File: src/rtl/mem_port_arbiter.sv
// mem_port_arbiter
//   Arbitrates an instruction-fetch port and a data port onto one shared
//   memory port. One access is in flight at a time (IDLE -> BUSY -> DONE).
//   Conflicting requests alternate round-robin. A BUSY access that sees no
//   mem_ready for TIMEOUT cycles completes with err=1.
// Ports:
//   clk, reset                     clock, async active-high reset
//   if_req/if_addr                 fetch request (read only)
//   if_valid/if_rdata              fetch completion pulse and data
//   d_req/d_we/d_addr/d_wdata      data-port request
//   d_valid/d_rdata                data completion pulse and read data
//   err                            last completion was a timeout
//   mem_req/mem_we/mem_addr/mem_wdata, mem_ready/mem_rdata  shared memory
module mem_port_arbiter #(
  parameter int AW      = 32,
  parameter int DW      = 32,
  parameter int TIMEOUT = 15
) (
  input  logic          clk,
  input  logic          reset,
  input  logic          if_req,
  input  logic [AW-1:0] if_addr,
  output logic          if_valid,
  output logic [DW-1:0] if_rdata,
  input  logic          d_req,
  input  logic          d_we,
  input  logic [AW-1:0] d_addr,
  input  logic [DW-1:0] d_wdata,
  output logic          d_valid,
  output logic [DW-1:0] d_rdata,
  output logic          err,
  output logic          mem_req,
  output logic          mem_we,
  output logic [AW-1:0] mem_addr,
  output logic [DW-1:0] mem_wdata,
  input  logic          mem_ready,
  input  logic [DW-1:0] mem_rdata
);

  typedef enum logic [1:0] {IDLE = 2'd0, BUSY = 2'd1, DONE = 2'd2} state_t;

  // Counter value of the final allowed BUSY cycle.
  localparam logic [7:0] CNT_LAST = 8'(TIMEOUT - 1);

  state_t          state_q, state_d;
  logic            last_data_q, last_data_d;   // 1: data port was granted last
  logic            gnt_data_q, gnt_data_d;     // 1: current access is data port
  logic            we_q, we_d;
  logic [AW-1:0]   addr_q, addr_d;
  logic [DW-1:0]   wdata_q, wdata_d;
  logic [7:0]      cnt_q, cnt_d;
  logic            if_valid_q, if_valid_d;
  logic            d_valid_q, d_valid_d;
  logic [DW-1:0]   if_rdata_q, if_rdata_d;
  logic [DW-1:0]   d_rdata_q, d_rdata_d;
  logic            err_q, err_d;
  logic            pick_data;
  logic [DW-1:0]   rdata_cap;

  always_comb begin
    state_d     = state_q;
    last_data_d = last_data_q;
    gnt_data_d  = gnt_data_q;
    we_d        = we_q;
    addr_d      = addr_q;
    wdata_d     = wdata_q;
    cnt_d       = cnt_q;
    if_valid_d  = 1'b0;
    d_valid_d   = 1'b0;
    if_rdata_d  = if_rdata_q;
    d_rdata_d   = d_rdata_q;
    err_d       = err_q;

    // Data wins when it is alone, or on a conflict if fetch went last.
    pick_data = d_req & (~if_req | ~last_data_q);
    // Writes and timeouts return zero data.
    rdata_cap = (mem_ready && !we_q) ? mem_rdata : '0;

    case (state_q)
      IDLE: begin
        if (if_req || d_req) begin
          gnt_data_d  = pick_data;
          last_data_d = pick_data;
          we_d        = pick_data & d_we;
          addr_d      = pick_data ? d_addr : if_addr;
          wdata_d     = pick_data ? d_wdata : '0;
          cnt_d       = '0;
          state_d     = BUSY;
        end
      end
      BUSY: begin
        // mem_ready takes priority over an expiring timeout.
        if (mem_ready || cnt_q == CNT_LAST) begin
          err_d = ~mem_ready;
          if (gnt_data_q) begin
            d_rdata_d = rdata_cap;
            d_valid_d = 1'b1;
          end else begin
            if_rdata_d = rdata_cap;
            if_valid_d = 1'b1;
          end
          state_d = DONE;
        end else begin
          cnt_d = cnt_q + 8'd1;
        end
      end
      DONE:    state_d = IDLE;
      default: state_d = IDLE;
    endcase
  end

  always_ff @(posedge clk or posedge reset) begin
    if (reset) begin
      state_q     <= IDLE;
      last_data_q <= 1'b1;
      gnt_data_q  <= 1'b0;
      we_q        <= 1'b0;
      addr_q      <= '0;
      wdata_q     <= '0;
      cnt_q       <= '0;
      if_valid_q  <= 1'b0;
      d_valid_q   <= 1'b0;
      if_rdata_q  <= '0;
      d_rdata_q   <= '0;
      err_q       <= 1'b0;
    end else begin
      state_q     <= state_d;
      last_data_q <= last_data_d;
      gnt_data_q  <= gnt_data_d;
      we_q        <= we_d;
      addr_q      <= addr_d;
      wdata_q     <= wdata_d;
      cnt_q       <= cnt_d;
      if_valid_q  <= if_valid_d;
      d_valid_q   <= d_valid_d;
      if_rdata_q  <= if_rdata_d;
      d_rdata_q   <= d_rdata_d;
      err_q       <= err_d;
    end
  end

  assign mem_req   = (state_q == BUSY);
  assign mem_we    = mem_req & we_q;
  assign mem_addr  = addr_q;
  assign mem_wdata = wdata_q;
  assign if_valid  = if_valid_q;
  assign d_valid   = d_valid_q;
  assign if_rdata  = if_rdata_q;
  assign d_rdata   = d_rdata_q;
  assign err       = err_q;

endmodule

File: config.mk
export PLATFORM = sky130hd
export DESIGN_NAME = mem_port_arbiter
export DESIGN_NICKNAME = d
export VERILOG_FILES = /design/src/rtl/mem_port_arbiter.sv
export SDC_FILE = /design/constraint.sdc
export NUM_CORES = 1
export LEC_CHECK = 0
export ABC_AREA = 1
export CAP_MARGIN = 15
export CORE_ASPECT_RATIO = 1.25
export CORE_UTILIZATION = 30
export DETAILED_ROUTE_END_ITERATION = 12
export DONT_BUFFER_PORTS = 1
export PLACE_DENSITY = 0.41
export SLEW_MARGIN = 20
export SYNTH_ARGS = -nofsm -noshare
export SYNTH_HDL_FRONTEND = slang
export SYNTH_SLANG_ARGS = --single-unit
File: constraint.sdc
create_clock -name clk -period 9.5 [get_ports clk]
set_input_delay 0.95 -clock clk [delete_from_list [all_inputs] [get_ports clk]]
set_output_delay 0.95 -clock clk [all_outputs]
set_load 0.005 [all_outputs]
Word-level counts from Yosys, hierarchy flattened
Index checks and enable logic that the tools add are counted.

storage, ports and cells
  ROM bits = 0
  memory bits (writable) = 0
  word-level logic and storage cells = 53
  output and inout bits = 133
  input bits = 134
  bits in latches = 0
  memories = 0
  register bits after elaboration = 144

operators by class
  order comparisons = 0
  bitwise operators = 8
  divide/modulo/power cells = 0
  $mul = 0
  shift operators = 0
  equality and inequality tests = 5
  reduce and logical (&&, ||, !) cells = 12
  mux-type cells = 15
  add/subtract/negate cells = 1

operators by type and width
  operator             count
  $mux 32              3
  $mux 8               2
  $pmux 8 s2           1
  $reduce_and 3->1     3
  $add 8x1->8 const B  1
  $eq 8x4->1 const B   1
  $mux 1               6
  $reduce_and 2->1     3
  $mux 2               2
  $ne 2x2->1 const B   2
  $not 1->1            4
  $pmux 2 s2           1
  $and 1x1->1          3
  $eq 2x1->1 const B   1
  $logic_not 2->1      1
  $logic_or 1x1->1     2
  $ne 2x1->1 const B   1
  $reduce_bool 2->1    1
  $logic_and 1x1->1    1
  $logic_not 1->1      1
  $or 1x1->1           1

Depth between registers and ports, before layout
Gate-level depths: netlist of the first run.

  depth in word-level cells = 4
  gate-level depth with buffers = 11
  gate-level depth less buffers = 9

Least setup slack after synthesis of the first run
Ideal clock, no wire load.

  path kind = in2reg
  from = in if_req
  to = reg wdata_q[10], in the netlist mem_wdata[10]
  arrival time = 1732 ps
  buffers on the path = 2
  required time = 9382 ps
  setup slack = 7650 ps
  stages on the path = 7
  library setup time = 118 ps
  cell sequence = nor2_1 -> nor3_2 -> inv_1 -> buf_2 -> clkbuf_1 -> nand2_1 -> nand2_1

between the ends
  longest elaborated chain between the ends = 4
  elaborated cells between the ends (all ways) = 6
  classes of those cells = 1 x mux; 3 x bitwise; 2 x reduce/logical

RTL lines
  what                    RTL line  source
  start: declaration      21        input logic if_req,
  $not 1->1               75        pick_data = d_req & (~if_req | ~last_data_q);
  $or 1x1->1              75
  $and 1x1->1             75
  $mux 32                 86        wdata_d = pick_data ? d_wdata : '0;
  end signal: assignment  132       wdata_q <= wdata_d;
  end: declaration        50        logic [DW-1:0] wdata_q, wdata_d;

Several ways; a longest one is shown, not always the timed one.
A chain may end at the register's enable or synchronous reset.

Final worst setup path of the first run
  from = in if_req
  to = reg addr_q[5], in the netlist mem_addr[5]

between the ends
  longest elaborated chain between the ends = 4
  elaborated cells between the ends (all ways) = 6
  classes of those cells = 1 x mux; 3 x bitwise; 2 x reduce/logical

RTL lines
  what                    RTL line  source
  $not 1->1               75
  $or 1x1->1              75
  $and 1x1->1             75
  $mux 32                 85        addr_d = pick_data ? d_addr : if_addr;
  end signal: assignment  131       addr_q <= addr_d;
  end: declaration        49        logic [AW-1:0] addr_q, addr_d;

Several ways; a longest one is shown, not always the timed one.

==> results of run 1 <==
-- layer usage --
layer | part of all wire, % | wire length [um] | track usage (%)
met1 | 40 | 6310 | 17.7
met2 | 48 | 7540 | 24.3
met3 | 9.2 | 1440 | 5.90
met4 | 2.6 | 401 | 6.77
met5 | 0 | 0 | 0
-- synthesized netlist by cell type --
cell type and number:
nand2_1 225, dfrtp_1 143, o21ai_0 62, nor2_1 46, o21ai_2 46, nand3_1 43
o21ai_1 23, inv_1 18, buf_2 14, clkbuf_1 13, buf_6 12, nand2_2 4
clkbuf_2 2, ha_1 2, nand3_2 2, xnor2_1 2, xor2_1 2, buf_1 1
dfstp_2 1, nand4_1 1, nor2_2 1, nor3_2 1
-- worst max-delay path by stage --
stage | startpoint | endpoint | slack (ps) | depth (start not counted)
after floorplan | reset | cnt_q[0] | 4690 | 1
after global placement | if_req | mem_addr[3] | 7000 | 6
after detailed placement | if_req | mem_addr[5] | 6880 | 6
after CTS | state_q[1] | mem_req | 7280 | 3
after global routing | if_req | mem_addr[5] | 7150 | 6
final | if_req | mem_addr[5] | 7310 | 6
-- report_power, final --
part	switching (mW)	internal (mW)
clock	0.274	0.398
sequential	0.239	0.886
combinational	0.369	0.183
-- cell families after synthesis --
group           share of synthesized area, %
xor+xnor                               0.572
fa+ha+maj                              0.408
buf+inv                                 5.47
simple gates                            21.2
compound gates                          13.5
flops                                   58.8
-- state kept, by name, indices dropped and copies added (netlist names), 2 cells and up --
register	count
d_rdata	32
if_rdata	32
mem_addr	32
mem_wdata	32
cnt_q	8
state_q	2
-- stage by stage --
stage / setup slack, ps / cells
6_report: 7310 / 930
5_1_grt: 7150 / 930
4_1_cts: 7280 / 930
3_5_place_dp: 6880 / 899
3_3_place_gp: 7000 / 899
2_1_floorplan: 4690 / 664
-- layout make-up --
type | count | area [um^2] | share of cell area [%]
clock buffer | 18 | 439 | 6.40
clock inverter | 13 | 154 | 2.24
inverter | 18 | 72.6 | 1.06
multi-input combinational | 460 | 2200 | 32.0
sequential | 144 | 3600 | 52.6
tap | 270 | 338 | 4.93
timing repair buffer | 7 | 52.6 | 0.766
-- worst min-delay path, delay by kind of cell (launching register included) --
kind             cells  cell delay (ps)
DFF                  1              380
and+or+nand+nor      2              110
==> impl_metrics.toml, run 1 <==
[cts]
clk_latency_ps = 410
clkTransAtPathRegs_ps = 60
htree_levels = 4
cts_hold_buffers = 0
cts_tree = "built"
post_cts_buffers = 0
postCtsResizedCells = 0
tritoncts.num_buffers = 17
clock-sinks = 144
cts-root-buf = "clkbuf_16"
clock_tree.buffer_depth = 2

[synth]
synth_fp_nets = 800
synth.lib_cells_used.distinct = 22
synth_cells = 664
synth_area_leaders = "dfrtp_1 (58%), nand2_1 (14%), o21ai_2 (6.6%)"
synth.largest_area_cell = "dfrtp_1"
mappedNetlistArea_um2 = 6130
netlist.area_leader.share_pct = 58.4
yosys_warnings = 0
syn_avg_cell_area_um2 = 9.23
seq_area_frac_synth_pct = 58.8
synth_seq_cells = 144

[sta]
hold_ws_ps = 483
grt_setup_unrepaired = "false"
timing.clock.skew_ps = 7.93
final_number_of_setup_violating_endpoints = 0
clock.fmax_ghz = 0.456
fin_crit_ps = 2190
slew-limit-headroom_pct = 30.4
timing_hold_violations_final = 0
worst-slew-pin-transition_ps = 1040
total_count_of_max_transition_violations_in_the_final_report = 0
finalCritPeriodShare_pct = 23.1
tns_ps = 0

[critical_path]
critPathSlowestCell = "inv_2"
worstPathCellList = "nand2_1 -> nand2_1 -> buf_4 -> inv_2 -> o21ai_0 -> o21ai_0"
timing.critical_path.fanout_max = 66
worstRegToRegCells = 6
worst_setup_path_end_kind = "flop"
critical-path-max-stage-delay_ps = 790
critical_path_arrival_ps = 2510
crit_family = "buffers and inverters"
setup.worst_path.class = "in2reg"
worst-r2r-setup-slack_ps = 7420
r2r-start = "last_data_q"
worstReg2RegEnd = "mem_addr[5]"
cp.required_ps = 9820
critical_path_buf_inv_count = 2
worstSetupStartpointType = "input pin"

[grt]
grt_pass1_wl_um = 24400
grt_util_all_layers_pct = 15.1
antenna_found_initial = 0
grt_start_max_net_pins = 77
number_of_global_route_vias_before_repair = 4526
globalRoute.totalOverflow = 0

[drt]
antenna_left = 0
drt_iter0_markers = 175
detail_route.drc_violations = 0
firstDrtPassIters = 4
via_count = 4460
wirelength_routed_um = 15700
post_drt_wl_per_cell_um = 16.9
drt-vias-per-instance = 4.80

[die]
floorplan.rows = 58
ioPinCount = 267
dieHeight_um = 162
start_util_pct = 30.5
placeableCoreArea_um2 = 20100
area_enclosed_by_the_die_boundary_um2 = 21000
chipWidth_um = 130

[pwr]
peakVddDrop_uv = 129
powerDensity_nw_per_um2 = 342
power.leakage_nw = 3.24
design_power_total_mw = 2.35

[layout]
antenna-diode-count = 0
share_of_the_core_filled_with_cells_pct = 34.1
fin_area_um2 = 6860
design.final.nets = 784
leading_cell_type_in_the_layout_fill_and_taps_excluded = "nand2_1"
most_frequent_cells_in_the_layout = "nand2_1 (225), dfrtp_1 (143), o21ai_0 (62), o21ai_2 (46), nor2_1 (45)"
num-fill-cells = 2103
area_growth_syn_to_layout_pct = 11.9
final_layout_size_suffix_gt1_share_pct = 14.7

[placed_design]
place.gp.congestion = 0.730
buffer_ports.inserted = 0
post_dp_cell_area_um2 = 6260
dp.final_hpwl_um = 10400

[hold_path]
hold_path.class = "reg2reg"
worstHoldPathCells = 2
worstHoldEndpoint = "last_data_q"
hold_path_startpoint = "last_data_q"

[job]
drv.max_cap_violation_count = 0

[status]
outcome = "finished clean"
Power figures use the tool's default switching activity.
==> run 2: changes to the inputs <==
- clock period: 9.5 -> 2.14 ns (I/O delays scaled with it)
==> impl_metrics.toml, run 2 (synthesis gave the netlist of run 1 again) <==
[critical_path]
worstSetupStartpointType = "flop"
critical_path_buf_inv_count = 1
critical_path_arrival_ps = 2020
crit_family = "buffers and inverters"
worstPathCellList = "nand2_1 -> nand2_1 -> inv_2 -> o21ai_0 -> o21ai_0"
timing.critical_path.fanout_max = 66
worst_setup_path_end_kind = "flop"
critical-path-max-stage-delay_ps = 720
setup.worst_path.class = "reg2reg"
cp.required_ps = 2460
critPathSlowestCell = "inv_2"

[pwr]
peakVddDrop_uv = 617
power.leakage_nw = 3.69
powerDensity_nw_per_um2 = 1360

[placed_design]
place.gp.congestion = 0.766
post_dp_cell_area_um2 = 6340
placed_cells = 901
dp.final_hpwl_um = 10200
buffer_ports.inserted = 0

[layout]
multiInputGateArea_um2 = 2200
share_of_the_core_filled_with_cells_pct = 39.4
area_growth_syn_to_layout_pct = 29.2
num-fill-cells = 1977
area_taken_by_flip_flops_and_latches_um2 = 3600
antenna-diode-count = 0
final_layout_size_suffix_gt1_share_pct = 13.0
most_frequent_cells_in_the_layout = "nand2_1 (225), dfrtp_1 (143), dlygate4sd3_1 (96), o21ai_0 (62), o21ai_2 (46)"
design.final.nets = 882
fin_area_um2 = 7920
leading_cell_type_in_the_layout_fill_and_taps_excluded = "nand2_1"
post_layout_nonfiller_instances = 1029

[cts]
cts_hold_buffers = 96
cts-root-buf = "clkbuf_16"
cts_tree = "built"
htree_levels = 4
post_cts_buffers = 0
postCtsResizedCells = 0
tritoncts.num_buffers = 17
clock-sinks = 144
clkTransAtPathRegs_ps = 70
clock_tree.buffer_depth = 2
clk_latency_ps = 410

[grt]
grt_pass1_wl_um = 24900
grt_util_all_layers_pct = 15.3
antenna_found_initial = 0
grt_use_met2_pct = 26.7
grt_start_max_net_pins = 84
globalRoute.totalOverflow = 0
met3_routing_resource_usage_after_global_routing_pct = 5.57
global_route.usage.met1_pct = 16.8
grt_busiest_layer = "met2"
number_of_global_route_vias_before_repair = 4811

[sta]
slew-limit-headroom_pct = 33.6
timing.clock.skew_ps = 7.91
clock.fmax_ghz = 0.588
total_count_of_max_transition_violations_in_the_final_report = 0
finalCritPeriodShare_pct = 79.5
fin_crit_ps = 1700
hold_ws_ps = 18.7
tns_ps = 0
worst-slew-pin-transition_ps = 994
grt_setup_unrepaired = "false"
timing_hold_violations_final = 0
final_number_of_setup_violating_endpoints = 0

[die]
chipWidth_um = 130
area_enclosed_by_the_die_boundary_um2 = 21000
ioPinCount = 267
floorplan.rows = 58
dieHeight_um = 162
start_util_pct = 30.5
placeableCoreArea_um2 = 20100

[drt]
antenna_left = 0
via_count = 4824
firstDrtPassIters = 4
wirelength_routed_um = 16000
post_drt_wl_per_cell_um = 15.6
drt_iter0_markers = 147
detail_route.drc_violations = 0
drt-vias-per-instance = 4.69

[hold_path]
hold_path.class = "in2reg"

[job]
drv.max_cap_violation_count = 0

[status]
outcome = "finished clean"
-- run 2: power by group --
group          internal (mW)  leakage (nW)  switching [mW]
Clock                   1.90         0.301            1.22
Combinational          0.986          1.52            1.69
Sequential              3.93          1.87            1.04
-- run 2: worst paths after layout --
kind / to / start / cells past startpoint / slack [ps]
max in group asynchronous: d_rdata[26] / reset / 3 / 1310
min in group asynchronous: cnt_q[2] / reset / 3 / 430
max reg2reg: mem_addr[30] / last_data_q / 5 / 440
min: d_rdata[30] / mem_rdata[30] / 2 / 20
max: mem_addr[30] / last_data_q / 5 / 440
min reg2reg: last_data_q / last_data_q / 2 / 460
-- run 2: worst register-to-register path: cells and delay by family (launching register included) --
family,cells,cell delay [ps]
buffers and inverters,1,720
AO/OA/AOI/OAI,2,430
flip-flops,1,370
AND/OR/NAND/NOR,2,110
-- run 2: cell type report --
class / instances / area share (%)
Clock inverter: 13 / 2.21
Clock buffer: 19 / 5.59
Tap cell: 270 / 4.27
Sequential cell: 144 / 45.5
Timing Repair Buffer: 105 / 13.8
Inverter: 18 / 0.900
Multi-Input combinational cell: 460 / 27.7
-- run 2: per-stage QoR --
| stage | power, mW | setup WS (ps) |
|---|---|---|
| 6_report | 10.8 | 439 |
| 5_1_grt | 11.6 | 239 |
| 4_1_cts | 11.0 | 431 |
| 3_5_place_dp | 7.61 | 401 |
| 3_3_place_gp | 7.51 | 512 |
| 2_1_floorplan | 6.82 | 122 |
-- run 2: metal layers --
layer | vias up | part of all wire, %
li1 | 2317 | -
met1 | 2281 | 40
met2 | 204 | 51
met3 | 22 | 8.0
met4 | 0 | 1.7
met5 | - | 0
